`src/rtl/ahb_slave_pkg.sv`:
```
// Shared constants, state encoding and small helpers for the AHB-lite register-bank slave.
package ahb_slave_pkg;

    localparam logic [1:0] HTRANS_IDLE   = 2'b00;
    localparam logic [1:0] HTRANS_BUSY   = 2'b01;
    localparam logic [1:0] HTRANS_NONSEQ = 2'b10;
    localparam logic [1:0] HTRANS_SEQ    = 2'b11;

    localparam logic RESP_OKAY  = 1'b0;
    localparam logic RESP_ERROR = 1'b1;

    typedef enum logic [2:0] {
        IDLE = 3'd0,
        WAIT = 3'd1,
        DONE = 3'd2,
        ERR1 = 3'd3,
        ERR2 = 3'd4
    } state_e;

    // hready as seen on the bus while the FSM sits in state s
    function automatic logic state_ready(input state_e s);
        logic r;
        case (s)
            IDLE, DONE, ERR2: r = 1'b1;
            WAIT, ERR1:       r = 1'b0;
            default:          r = 1'b1;
        endcase
        return r;
    endfunction

    // hresp as seen on the bus while the FSM sits in state s
    function automatic logic state_resp(input state_e s);
        logic r;
        case (s)
            ERR1, ERR2: r = RESP_ERROR;
            default:    r = RESP_OKAY;
        endcase
        return r;
    endfunction

endpackage

```
`src/rtl/ahb_addr_decode.sv`:
```
// Combinational address decode: checks haddr against the runtime base address and
// yields the register index of a valid word access.
module ahb_addr_decode #(
    parameter int AW    = 16,
    parameter int DEPTH = 8,
    parameter int IW    = $clog2(DEPTH)
) (
    input  logic [AW-1:0] haddr_i,
    input  logic [AW-1:0] sadd_i,
    output logic          valid_o,
    output logic [IW-1:0] idx_o
);

    logic [AW-1:0] off_s;
    logic          above_s;
    logic          aligned_s;
    logic          in_range_s;

    // Offset from base; DEPTH is a power of two, so "word offset < DEPTH" means
    // every bit above the index field is zero.
    always_comb begin
        off_s      = haddr_i - sadd_i;
        above_s    = (haddr_i >= sadd_i);
        aligned_s  = (off_s[1:0] == 2'b00);
        in_range_s = (off_s[AW-1:IW+2] == '0);
        valid_o    = above_s & aligned_s & in_range_s;
        idx_o      = off_s[IW+1:2];
    end

endmodule

```
`src/rtl/ahb_slave_regbank.sv`:
```
// AHB-lite slave with a DEPTH-word register bank, runtime base address,
// WAIT_STATES wait cycles per OKAY transfer and a two-cycle ERROR response.
module ahb_slave_regbank
    import ahb_slave_pkg::*;
#(
    parameter int AW          = 16,
    parameter int DW          = 32,
    parameter int DEPTH       = 8,
    parameter int WAIT_STATES = 1
) (
    input  logic          clk,
    input  logic          rst,
    input  logic          hsel,
    input  logic [AW-1:0] haddr,
    input  logic [1:0]    htrans,
    input  logic          hwrite,
    input  logic [DW-1:0] hwdata,
    input  logic [AW-1:0] sadd,
    output logic [DW-1:0] hrdata,
    output logic          hready,
    output logic          hresp
);

    localparam int         IW      = $clog2(DEPTH);
    localparam logic [3:0] WS_LOAD = (WAIT_STATES > 0) ? 4'(WAIT_STATES - 1) : 4'd0;

    state_e        state_q, state_d;
    logic [3:0]    cnt_q, cnt_d;
    logic [IW-1:0] idx_q, idx_d;
    logic          write_q, write_d;
    logic          hready_q, hready_d;
    logic          hresp_q, hresp_d;
    logic [DW-1:0] hrdata_q, hrdata_d;
    logic [DW-1:0] regs_q [DEPTH];

    logic          dec_valid_s;
    logic [IW-1:0] dec_idx_s;
    logic          accept_s;
    logic          wr_en_s;
    logic          rd_load_s;
    logic          fwd_s;

    ahb_addr_decode #(
        .AW    (AW),
        .DEPTH (DEPTH),
        .IW    (IW)
    ) u_decode (
        .haddr_i (haddr),
        .sadd_i  (sadd),
        .valid_o (dec_valid_s),
        .idx_o   (dec_idx_s)
    );

    assign accept_s = hsel & ((htrans == HTRANS_NONSEQ) | (htrans == HTRANS_SEQ)) & hready_q;
    assign wr_en_s  = (state_q == DONE) & write_q;

    // Next-state logic: latch the decode on accept, count wait cycles, sequence errors.
    always_comb begin
        state_d = state_q;
        cnt_d   = cnt_q;
        idx_d   = idx_q;
        write_d = write_q;
        case (state_q)
            IDLE, DONE, ERR2: begin
                if (accept_s) begin
                    idx_d   = dec_idx_s;
                    write_d = hwrite;
                    if (!dec_valid_s) begin
                        state_d = ERR1;
                    end else if (WAIT_STATES == 0) begin
                        state_d = DONE;
                    end else begin
                        state_d = WAIT;
                        cnt_d   = WS_LOAD;
                    end
                end else begin
                    state_d = IDLE;
                end
            end
            WAIT: begin
                if (cnt_q == 4'd0) begin
                    state_d = DONE;
                end else begin
                    cnt_d = cnt_q - 4'd1;
                end
            end
            ERR1: begin
                state_d = ERR2;
            end
            default: begin
                state_d = IDLE;
            end
        endcase
        hready_d = state_ready(state_d);
        hresp_d  = state_resp(state_d);
    end

    // Read data for the upcoming DONE cycle; a write completing on the same edge to
    // the same word is forwarded so back-to-back read-after-write sees the new value.
    always_comb begin
        rd_load_s = (state_d == DONE) & ~write_d;
        fwd_s     = wr_en_s & (idx_q == idx_d);
        hrdata_d  = hrdata_q;
        if (rd_load_s) begin
            if (fwd_s) begin
                hrdata_d = hwdata;
            end else begin
                hrdata_d = regs_q[idx_d];
            end
        end else begin
            hrdata_d = hrdata_q;
        end
    end

    // Control and output registers; reset aborts any transfer in flight.
    always_ff @(posedge clk or negedge rst) begin
        if (!rst) begin
            state_q  <= IDLE;
            cnt_q    <= 4'd0;
            idx_q    <= '0;
            write_q  <= 1'b0;
            hready_q <= 1'b1;
            hresp_q  <= RESP_OKAY;
            hrdata_q <= '0;
        end else begin
            state_q  <= state_d;
            cnt_q    <= cnt_d;
            idx_q    <= idx_d;
            write_q  <= write_d;
            hready_q <= hready_d;
            hresp_q  <= hresp_d;
            hrdata_q <= hrdata_d;
        end
    end

    // Register bank: written only at the end of a write DONE cycle.
    always_ff @(posedge clk or negedge rst) begin
        if (!rst) begin
            for (int i = 0; i < DEPTH; i++) begin
                regs_q[i] <= '0;
            end
        end else if (wr_en_s) begin
            regs_q[idx_q] <= hwdata;
        end
    end

    assign hrdata = hrdata_q;
    assign hready = hready_q;
    assign hresp  = hresp_q;

endmodule

```
`config.mk`:
```
export PLATFORM = sky130hd
export DESIGN_NAME = ahb_slave_regbank
export DESIGN_NICKNAME = d
export VERILOG_FILES = /design/src/rtl/ahb_slave_pkg.sv /design/src/rtl/ahb_addr_decode.sv /design/src/rtl/ahb_slave_regbank.sv
export SDC_FILE = /design/constraint.sdc
export NUM_CORES = 1
export LEC_CHECK = 0
export CORE_MARGIN = 1
export CORE_UTILIZATION = 53
export DETAILED_ROUTE_END_ITERATION = 10
export PLACE_DENSITY = 0.73
export SLEW_MARGIN = 5
export SYNTH_ARGS = -nofsm -noshare
export SYNTH_HDL_FRONTEND = slang
export SYNTH_SLANG_ARGS = --single-unit
```
`constraint.sdc`:
```
create_clock -name clk -period 2.3 [get_ports clk]
set_clock_uncertainty 0.05 [all_clocks]
set_input_delay 0.46 -clock clk [delete_from_list [all_inputs] [get_ports clk]]
set_output_delay 0.46 -clock clk [all_outputs]
set_load 0.02 [all_outputs]
```
# Yosys cells after proc, flatten, opt, wreduce, memory -nomap -nowiden

Cells that the tools add are included.

Add/subtract/negate cells: 2
Magnitude comparators: 4
Eq/ne operators: 14
Muxes and demuxes: 21
Bitwise gates (word level): 11
Reductions and logical operators: 10

Operator list:

| kind                                                        | number |
|---|---|
| bitwise mux 256 bit                                         | 1 |
| two-way mux 32 bit                                          | 4 |
| binary-select mux 32 bit (select 3 bit)                     | 1 |
| demux 32 bit (select 3 bit)                                 | 1 |
| greater-or-equal comparator 16 bit                          | 1 |
| subtractor 16 bit                                           | 1 |
| == test 3 x 2 -> 1 bit (second input constant)              | 4 |
| two-way mux 3 bit                                           | 4 |
| two-way mux 4 bit                                           | 3 |
| logical NOT 11 bit                                          | 1 |
| case mux 3 bit (3 select lines)                             | 1 |
| greater-or-equal comparator 4 bit (second input constant)   | 2 |
| inverter 3 -> 4 bit                                         | 2 |
| case mux 4 bit (2 select lines)                             | 1 |
| bitwise AND 1 bit                                           | 7 |
| == test 3 x 1 -> 1 bit (second input constant)              | 2 |
| == test 3 bit (second input constant)                       | 2 |
| inequality test 2 bit (second input constant)               | 3 |
| == test 2 bit (second input constant)                       | 2 |
| logical NOT 4 bit                                           | 1 |
| less-than comparator 4 x 1 -> 1 bit (second input constant) | 1 |
| two-way mux 1 bit                                           | 4 |
| AND reduction 4 bit                                         | 1 |
| OR reduction 2 bit                                          | 2 |
| other kinds (10)                                            | 10 |

Register bits: 301
Output and inout port bits: 34
Word-level logic and storage cells: 77

# Longest topological paths before layout

Gate-level depths: netlist of the first run.

Word-level depth: 11
Gate-level depth with buffers: 13

# By module

From an unflattened synthesis of the first run, not the netlist that was laid out.

Cells, all modules: 1195
Area total of the unflattened synthesis: 14606.5 um2

Modules (own cells, without submodules):

| module            | times used | cells an instance | area an instance (um2) |
|---|---|---|---|
| ahb_slave_regbank | 1          | 1080              | 13804.5 |
| ahb_addr_decode   | 1          | 115               | 802.0 |

# Worst setup path before layout of the first run

No wires, ideal clock.

Kind: in2reg
Start: input port haddr[0]
End: register hrdata_q[4], in the netlist hrdata[4]
Library setup time: 0.121 ns
Arrival time: 2.907 ns
Required time: 2.129 ns
Path slack: -0.779 ns
Stages: 13
Buffers on the path: 2
Cells stage by stage: inv_1 -> ha_1 -> fa_1 -> and2b_1 -> o21a_1 -> nor2_1 -> xnor2_1 -> a21boi_1 -> buf_4 -> buf_4 -> mux4_2 -> a22oi_1 -> nand2_1

Word-level cells in the longest chain between the ends: 9

RTL lines:

| element                         | RTL line                 | text |
|---|---|---|
| start, declared                 | ahb_slave_regbank.sv:14  | `input logic [AW-1:0] haddr,` |
| subtractor 16 bit               | ahb_addr_decode.sv:22    | `off_s = haddr_i - sadd_i;` |
| logical NOT 2 bit               | ahb_addr_decode.sv:24    | `aligned_s = (off_s[1:0] == 2'b00);` |
| bitwise AND 1 bit (2 in a row)  | ahb_addr_decode.sv:26    | `valid_o = above_s & aligned_s & in_range_s;` |
| two-way mux 2 bit               | ahb_slave_regbank.sv:68  | `if (!dec_valid_s) begin` |
| two-way mux 3 bit               | ahb_slave_regbank.sv:65  | `if (accept_s) begin` |
| case mux 3 bit (3 select lines) | ahb_slave_regbank.sv:63  | `case (state_q)` |
| == test 3 x 2 -> 1 bit          | ahb_slave_regbank.sv:101 | `rd_load_s = (state_d == DONE) & ~write_d;` |
| bitwise AND 1 bit               | ahb_slave_regbank.sv:101 |  |
| end signal, assigned            | ahb_slave_regbank.sv:132 | `hrdata_q <= hrdata_d;` |
| end, declared                   | ahb_slave_regbank.sv:33  | `logic [DW-1:0] hrdata_q, hrdata_d;` |

Several ways; a longest one is shown, not always the timed one. The select of a mux whose other input is x is not followed.
A chain may end at the register's enable or synchronous reset.

# Worst setup path after layout of the first run

Start: input port haddr[0]
End: register hrdata_q[16], in the netlist hrdata[16]

Same word-level chain as after synthesis.

==> results of run 1 <==
==> synth_stat cells, types with 3 or more instances <==
master / n
xor2_1: 5
a21o_1: 4
mux2_2: 258
inv_1: 24
a21oi_1: 16
buf_1: 8
o21ai_0: 6
nor2_1: 14
ha_1: 18
nand3_1: 5
and3_1: 4
o211a_1: 3
clkbuf_1: 26
a22oi_1: 32
nand2_1: 83
nand4_1: 3
nor3_1: 4
buf_4: 6
o21a_1: 3
mux4_2: 64
nor3b_1: 4
dfrtp_1: 300
buf_2: 12
==> state kept, by name (all words and copies together) (netlist names) <==
signal / count
write_q: 1
cnt_q: 4
hresp: 1
hrdata: 32
state_q: 3
regs_q: 256
idx_q: 3
hready: 1
==> where the power goes <==
group / total (W) / switching [W] / internal, W
logic: 0.00689 / 0.00280 / 0.00409
registers: 0.00798 / 0.000959 / 0.00702
clock network: 0.00476 / 0.00201 / 0.00275
==> what timing repair did <==
action                                 in CTS  in global routing
pin swaps                                  47                 13
cloned                                      1                  3
hold buffers                                1                  0
setup buffers                              11                  5
endpoints found under the hold margin      40                  0
setup endpoints to repair                  46                165
gates resized for setup                   130                 23
==> layout make-up <==
class | instances | share of cell area
clock buffer | 49 | 0.0519
sequential | 301 | 0.424
multi-input combinational | 580 | 0.368
clock inverter | 8 | 0.00338
timing repair buffer | 203 | 0.124
tap | 330 | 0.0232
inverter | 24 | 0.00549
==> stage by stage <==
step | cell area [um^2] | TNS [ns] | hold WS (ns) | total power [W]
6_report | 17800 | -8.66 | 0.364 | 0.0196
5_1_grt | 17800 | -11.87 | 0.382 | 0.0207
4_1_cts | 17600 | -7.21 | 0.340 | 0.0195
3_5_place_dp | 16100 | -52.63 | 0.346 | 0.0143
3_3_place_gp | 16100 | -51.07 | 0.348 | 0.0141
2_1_floorplan | 14000 | -23.49 | 0.114 | 0.0120
==> placed cells by master, fill, tap and decap left out, types with 10 or more instances in the layout <==
cell type,instances
nand2_1,83
buf_4,63
clkbuf_16,34
ha_4,15
mux2_2,257
inv_2,16
a22oi_2,32
clkdlybuf4s50_1,69
dfrtp_1,300
nor2_1,11
mux4_2,64
clkdlybuf4s15_1,11
buf_12,26
clkbuf_1,10
dlygate4sd2_1,16
a21oi_1,14
==> cells by family after synthesis <==
logic type	count (synthesis)	share of synthesized area
AO/OA/AOI/OAI	91	0.0494
XOR/XNOR	6	0.00378
adder cells (fa/ha/maj)	19	0.0176
buffers and inverters	78	0.0248
flip-flops	301	0.542
multiplexers	323	0.313
AND/OR/NAND/NOR	141	0.0493
==> layer usage <==
metal  vias to the layer above  GRT usage  wire [um]
li1                       3918          -          -
met1                      4565      0.354      14300
met2                       172      0.408      15500
met3                        51     0.0306       1120
met4                         2     0.0526        554
met5                         -          0         12
==> final timing paths <==
| path | to | slack [ns] | cells past startpoint |
|---|---|---|---|
| min in group clk | hrdata[2] | 0.41 | 2 |
| setup reg to reg | hrdata[16] | -0.20 | 9 |
| hold / removal | cnt_q[2] | 0.36 | 2 |
| max in group asynchronous | regs_q[9] | 1.11 | 3 |
| setup / recovery | hrdata[16] | -0.31 | 14 |
| hold reg to reg | hrdata[2] | 0.41 | 2 |
==> worst max-delay path, cell delays in order <==
cell and delay (ns):
buf_8 0.08, inv_8 0.03, ha_4 0.15, fa_2 0.33, and2b_2 0.23, o21a_1 0.13
nor2_2 0.05, xnor2_2 0.14, a21boi_4 0.20, buf_12 0.21, clkbuf_16 0.20, mux4_2 0.52
a22oi_2 0.19, nand2_1 0.06
==> flow_summary.json, run 1 <==
{
  "path_clk_slew_ns": 0.06,
  "cts_sinks": 301,
  "fmax_mhz": 384,
  "slew_headroom": 0.716,
  "root_buffer": "clkbuf_16",
  "drive_gt1_frac": 0.498,
  "grt_pass1_wl_mm": 51.2,
  "final_cells": 1495,
  "synth-seq-cells": 301,
  "synthesis.area_mm2": 0.0139,
  "seq_area_frac_synth": 0.542,
  "cts_made_buffers": 31,
  "grt_antenna_before_repair": 1,
  "setup_viol": 38,
  "postRouteAntennaNets": 0,
  "area_growth_pct": 27.8,
  "drt-initial-drc-count": 483,
  "crit_type": "in2reg",
  "grt_overflow": 0,
  "fin_crit_sh": 1.13,
  "timing_hold_violations_final": 0,
  "grt_pass1_vias": 9396,
  "period_minus_slack_ns": 2.61,
  "dpl.hpwl_mm": 18.8,
  "track_usage": 0.247,
  "vdd_drop_max_mv": 0.772,
  "insertion_delay_ns": 0.56,
  "violations": "setup timing",
  "io_pins": 104,
  "syn-instance-count": 959,
  "die_y_um": 164,
  "final_util": 0.698,
  "place_inst": 1419,
  "crit_start": "haddr[0]",
  "firstDrtPassIters": 4,
  "endpoint_kind": "flop",
  "dp_slack_ns": -1.41,
  "setup_slack_ns": -0.307,
  "ys_warn_count": 0,
  "ys_types": 68,
  "h-tree-depth": 1,
  "yosysTopAreaCellShare": 0.540,
  "core_mm2": 0.0255,
  "cts_tree": "built",
  "synthTopCellsByArea": "dfrtp_1 (54%), mux2_2 (21%), mux4_2 (10%)",
  "rsz0062_at_grt": "yes",
  "arrival_ns": 3.00,
  "diodes": 0,
  "worstPathMaxFanout": 9,
  "clock_path_buffers": 3,
  "hp-class": "in2async",
  "layout.area.seq_mm2": 0.00753,
  "critPathLaunchType": "input pin",
  "port_buffers": 102,
  "rows": 58,
  "routabilityCongestion": 0.854,
  "design.die.area_mm2": 0.0269,
  "syn_area_per_cell_um2": 14.5,
  "cp.required_ns": 2.70,
  "slew_viol_final": 0,
  "start_util": 0.546,
  "die_w_um": 164,
  "synth-main-ff-cell": "dfrtp_1",
  "cap_violations": 0,
  "r2r_start": "hready",
  "yosysTopAreaCell": "dfrtp_1",
  "synth_edf_count": 0,
  "wl_per_cell_um": 21.0,
  "nFillCells": 1747,
  "multi_input_area_mm2": 0.00655,
  "syn_nets": 1048,
  "tightestPinTransition_ns": 0.416,
  "finalWirelength_mm": 31.4,
  "final_nets": 1230,
  "p_per_area_mw_per_mm2": 1100,
  "async_flop_share": 1.00,
  "drc_errors": 0,
  "routed_via_density": 5.82,
  "status": "finished with violations",
  "vias": 8708,
  "grt_start_max_net_pins": 75,
  "leakage_nw": 7.89
}
Power figures use the tool's default switching activity.
==> inputs of run 2 (changes only) <==
--- a/config.mk
+++ b/config.mk
@@ -5,10 +5,12 @@
 export SDC_FILE = /design/constraint.sdc
 export NUM_CORES = 1
 export LEC_CHECK = 0
+export CELL_PAD_IN_SITES_DETAIL_PLACEMENT = 1
+export CELL_PAD_IN_SITES_GLOBAL_PLACEMENT = 1
 export CORE_MARGIN = 1
-export CORE_UTILIZATION = 53
+export CORE_UTILIZATION = 45
 export DETAILED_ROUTE_END_ITERATION = 10
-export PLACE_DENSITY = 0.73
+export PLACE_DENSITY = 0.74
 export SLEW_MARGIN = 5
 export SYNTH_ARGS = -nofsm -noshare
 export SYNTH_HDL_FRONTEND = slang
==> flow_summary.json, run 2 (same netlist as run 1, synthesis figures left out) <==
{
  "status": "finished with violations",
  "violations": "setup timing",
  "timing_hold_violations_final": 0,
  "crit_type": "in2reg",
  "leakage_nw": 8.22,
  "port_buffers": 102,
  "critPathLaunchType": "input pin",
  "tightestPinTransition_ns": 0.498,
  "wl_per_cell_um": 23.6,
  "reg2reg_depth": 10,
  "final_cell_mix": "dfrtp_1 (300), mux2_2 (257), buf_4 (88)",
  "grt_start_max_net_pins": 56,
  "design.die.area_mm2": 0.0316,
  "arrival_ns": 2.96,
  "core_mm2": 0.0300,
  "die_w_um": 178,
  "firstDrtPassIters": 4,
  "cts_made_buffers": 34,
  "routed_via_density": 5.67,
  "min_from": "hrdata[7]",
  "grt_antenna_before_repair": 0,
  "vias": 9049,
  "hp-class": "reg2reg",
  "track_usage": 0.250,
  "fin_crit_sh": 1.14,
  "clock_path_buffers": 3,
  "period_minus_slack_ns": 2.63,
  "die_y_um": 178,
  "h-tree-depth": 2,
  "fmax_mhz": 380,
  "final_nets": 1272,
  "finalWirelength_mm": 37.6,
  "area_growth_pct": 32.5,
  "fin_tns_setup_ns": -10.96,
  "cts_sinks": 301,
  "p_per_area_mw_per_mm2": 1140,
  "r2r_start": "hready",
  "rows": 63,
  "drc_errors": 0,
  "worstPathMaxFanout": 5,
  "routabilityCongestion": 0.800,
  "final_cells": 1596,
  "place_inst": 1509,
  "drt-initial-drc-count": 464,
  "worst_r2r_endpoint": "hrdata[22]",
  "whs_path_depth": 2,
  "final_common_cell": "dfrtp_1",
  "endpoint_kind": "flop",
  "insertion_delay_ns": 0.51,
  "slew_viol_final": 0,
  "dp_slack_ns": -1.46,
  "largest_reg_flops": 256,
  "cp.required_ns": 2.64,
  "setup_slack_ns": -0.328,
  "cts_tree": "built",
  "setup_viol": 82,
  "diodes": 0,
  "slew_headroom": 0.668,
  "root_buffer": "clkbuf_16",
  "drive_gt1_frac": 0.523,
  "final_util": 0.613,
  "start_util": 0.463,
  "io_pins": 104,
  "rsz0062_at_grt": "yes",
  "postRouteAntennaNets": 0,
  "path_clk_slew_ns": 0.06,
  "vdd_drop_max_mv": 0.814,
  "dpl.hpwl_mm": 23.0,
  "grt_overflow": 0,
  "grt_pass1_wl_mm": 60.1,
  "regMostFlops": "regs_q",
  "grt_pass1_vias": 10300,
  "whs_endpoint": "hrdata[7]",
  "reg2reg_slack_ns": -0.30,
  "cap_violations": 0
}
==> run 2: cell count changes in the layout (fill, tap and decap cells not counted), sizes merged <==
cell           previous run  this run
clkdlybuf4s15            12         2
clkinv                    5        12
buf                     102       142
bufinv                    0         4
clkinvlp                  2         0
dlygate4sd2              16        26
clkbuf                   52        44
==> run 2: through the flow <==
stage,total power [W],cell area (um^2),hold WS (ns)
finish,0.0210,18400,0.416
global placement,0.0145,16600,0.380
floorplan,0.0120,14000,0.114
global route,0.0220,18400,0.451
detailed placement,0.0148,16600,0.384
CTS,0.0209,18100,0.421
==> run 2: worst max-delay path, stage by stage <==
cell and delay [ns]:
buf_8 0.08, inv_8 0.03, ha_4 0.15, fa_2 0.32, and2b_2 0.24, o21a_1 0.12, nor2_2 0.04, xnor2_2 0.13
a21boi_4 0.15, buf_6 0.15, buf_12 0.14, buf_12 0.13, mux4_2 0.51, a22oi_2 0.20, nand2_1 0.09
==> run 2: layout make-up <==
class / instances / area (um^2)
fill: 2789 / 11600
sequential: 301 / 7530
multi-input combinational: 580 / 6580
timing repair buffer: 242 / 2590
clock buffer: 42 / 942
tap: 390 / 488
clock inverter: 17 / 189
inverter: 24 / 97.6
==> run 2: layer usage <==
metal / wire, um / global-route usage / vias to the layer above
met4: 766 / 0.0702 / 0
met3: 1360 / 0.0304 / 57
li1: - / - / 4000
met2: 19600 / 0.442 / 170
met1: 15900 / 0.324 / 4822
met5: 0 / 0 / -
==> run 2: worst max-delay path by stage <==
stage,from,endpoint,slack (ns),cells past startpoint
2_1_floorplan,haddr[0],hrdata[26],-0.64,13
3_3_place_gp,haddr[0],cnt_q[0],-1.41,12
3_5_place_dp,haddr[0],cnt_q[3],-1.46,12
4_1_cts,haddr[0],hresp,-0.33,13
5_1_grt,haddr[0],hrdata[9],-0.40,15
6_report,haddr[0],hrdata[22],-0.33,15
==> run 2: power by group <==
group,switching [W],internal [W]
clock network,0.00216,0.00336
logic,0.00305,0.00436
registers,0.00108,0.00702
==> run 2: repair_timing <==
action,in CTS,in global routing
buffers inserted,12,14
pin swaps,40,8
gates resized for setup,127,25
endpoints found under the setup margin,39,171
hold buffers,1,0
cloned,1,2
hold endpoints to repair,46,0
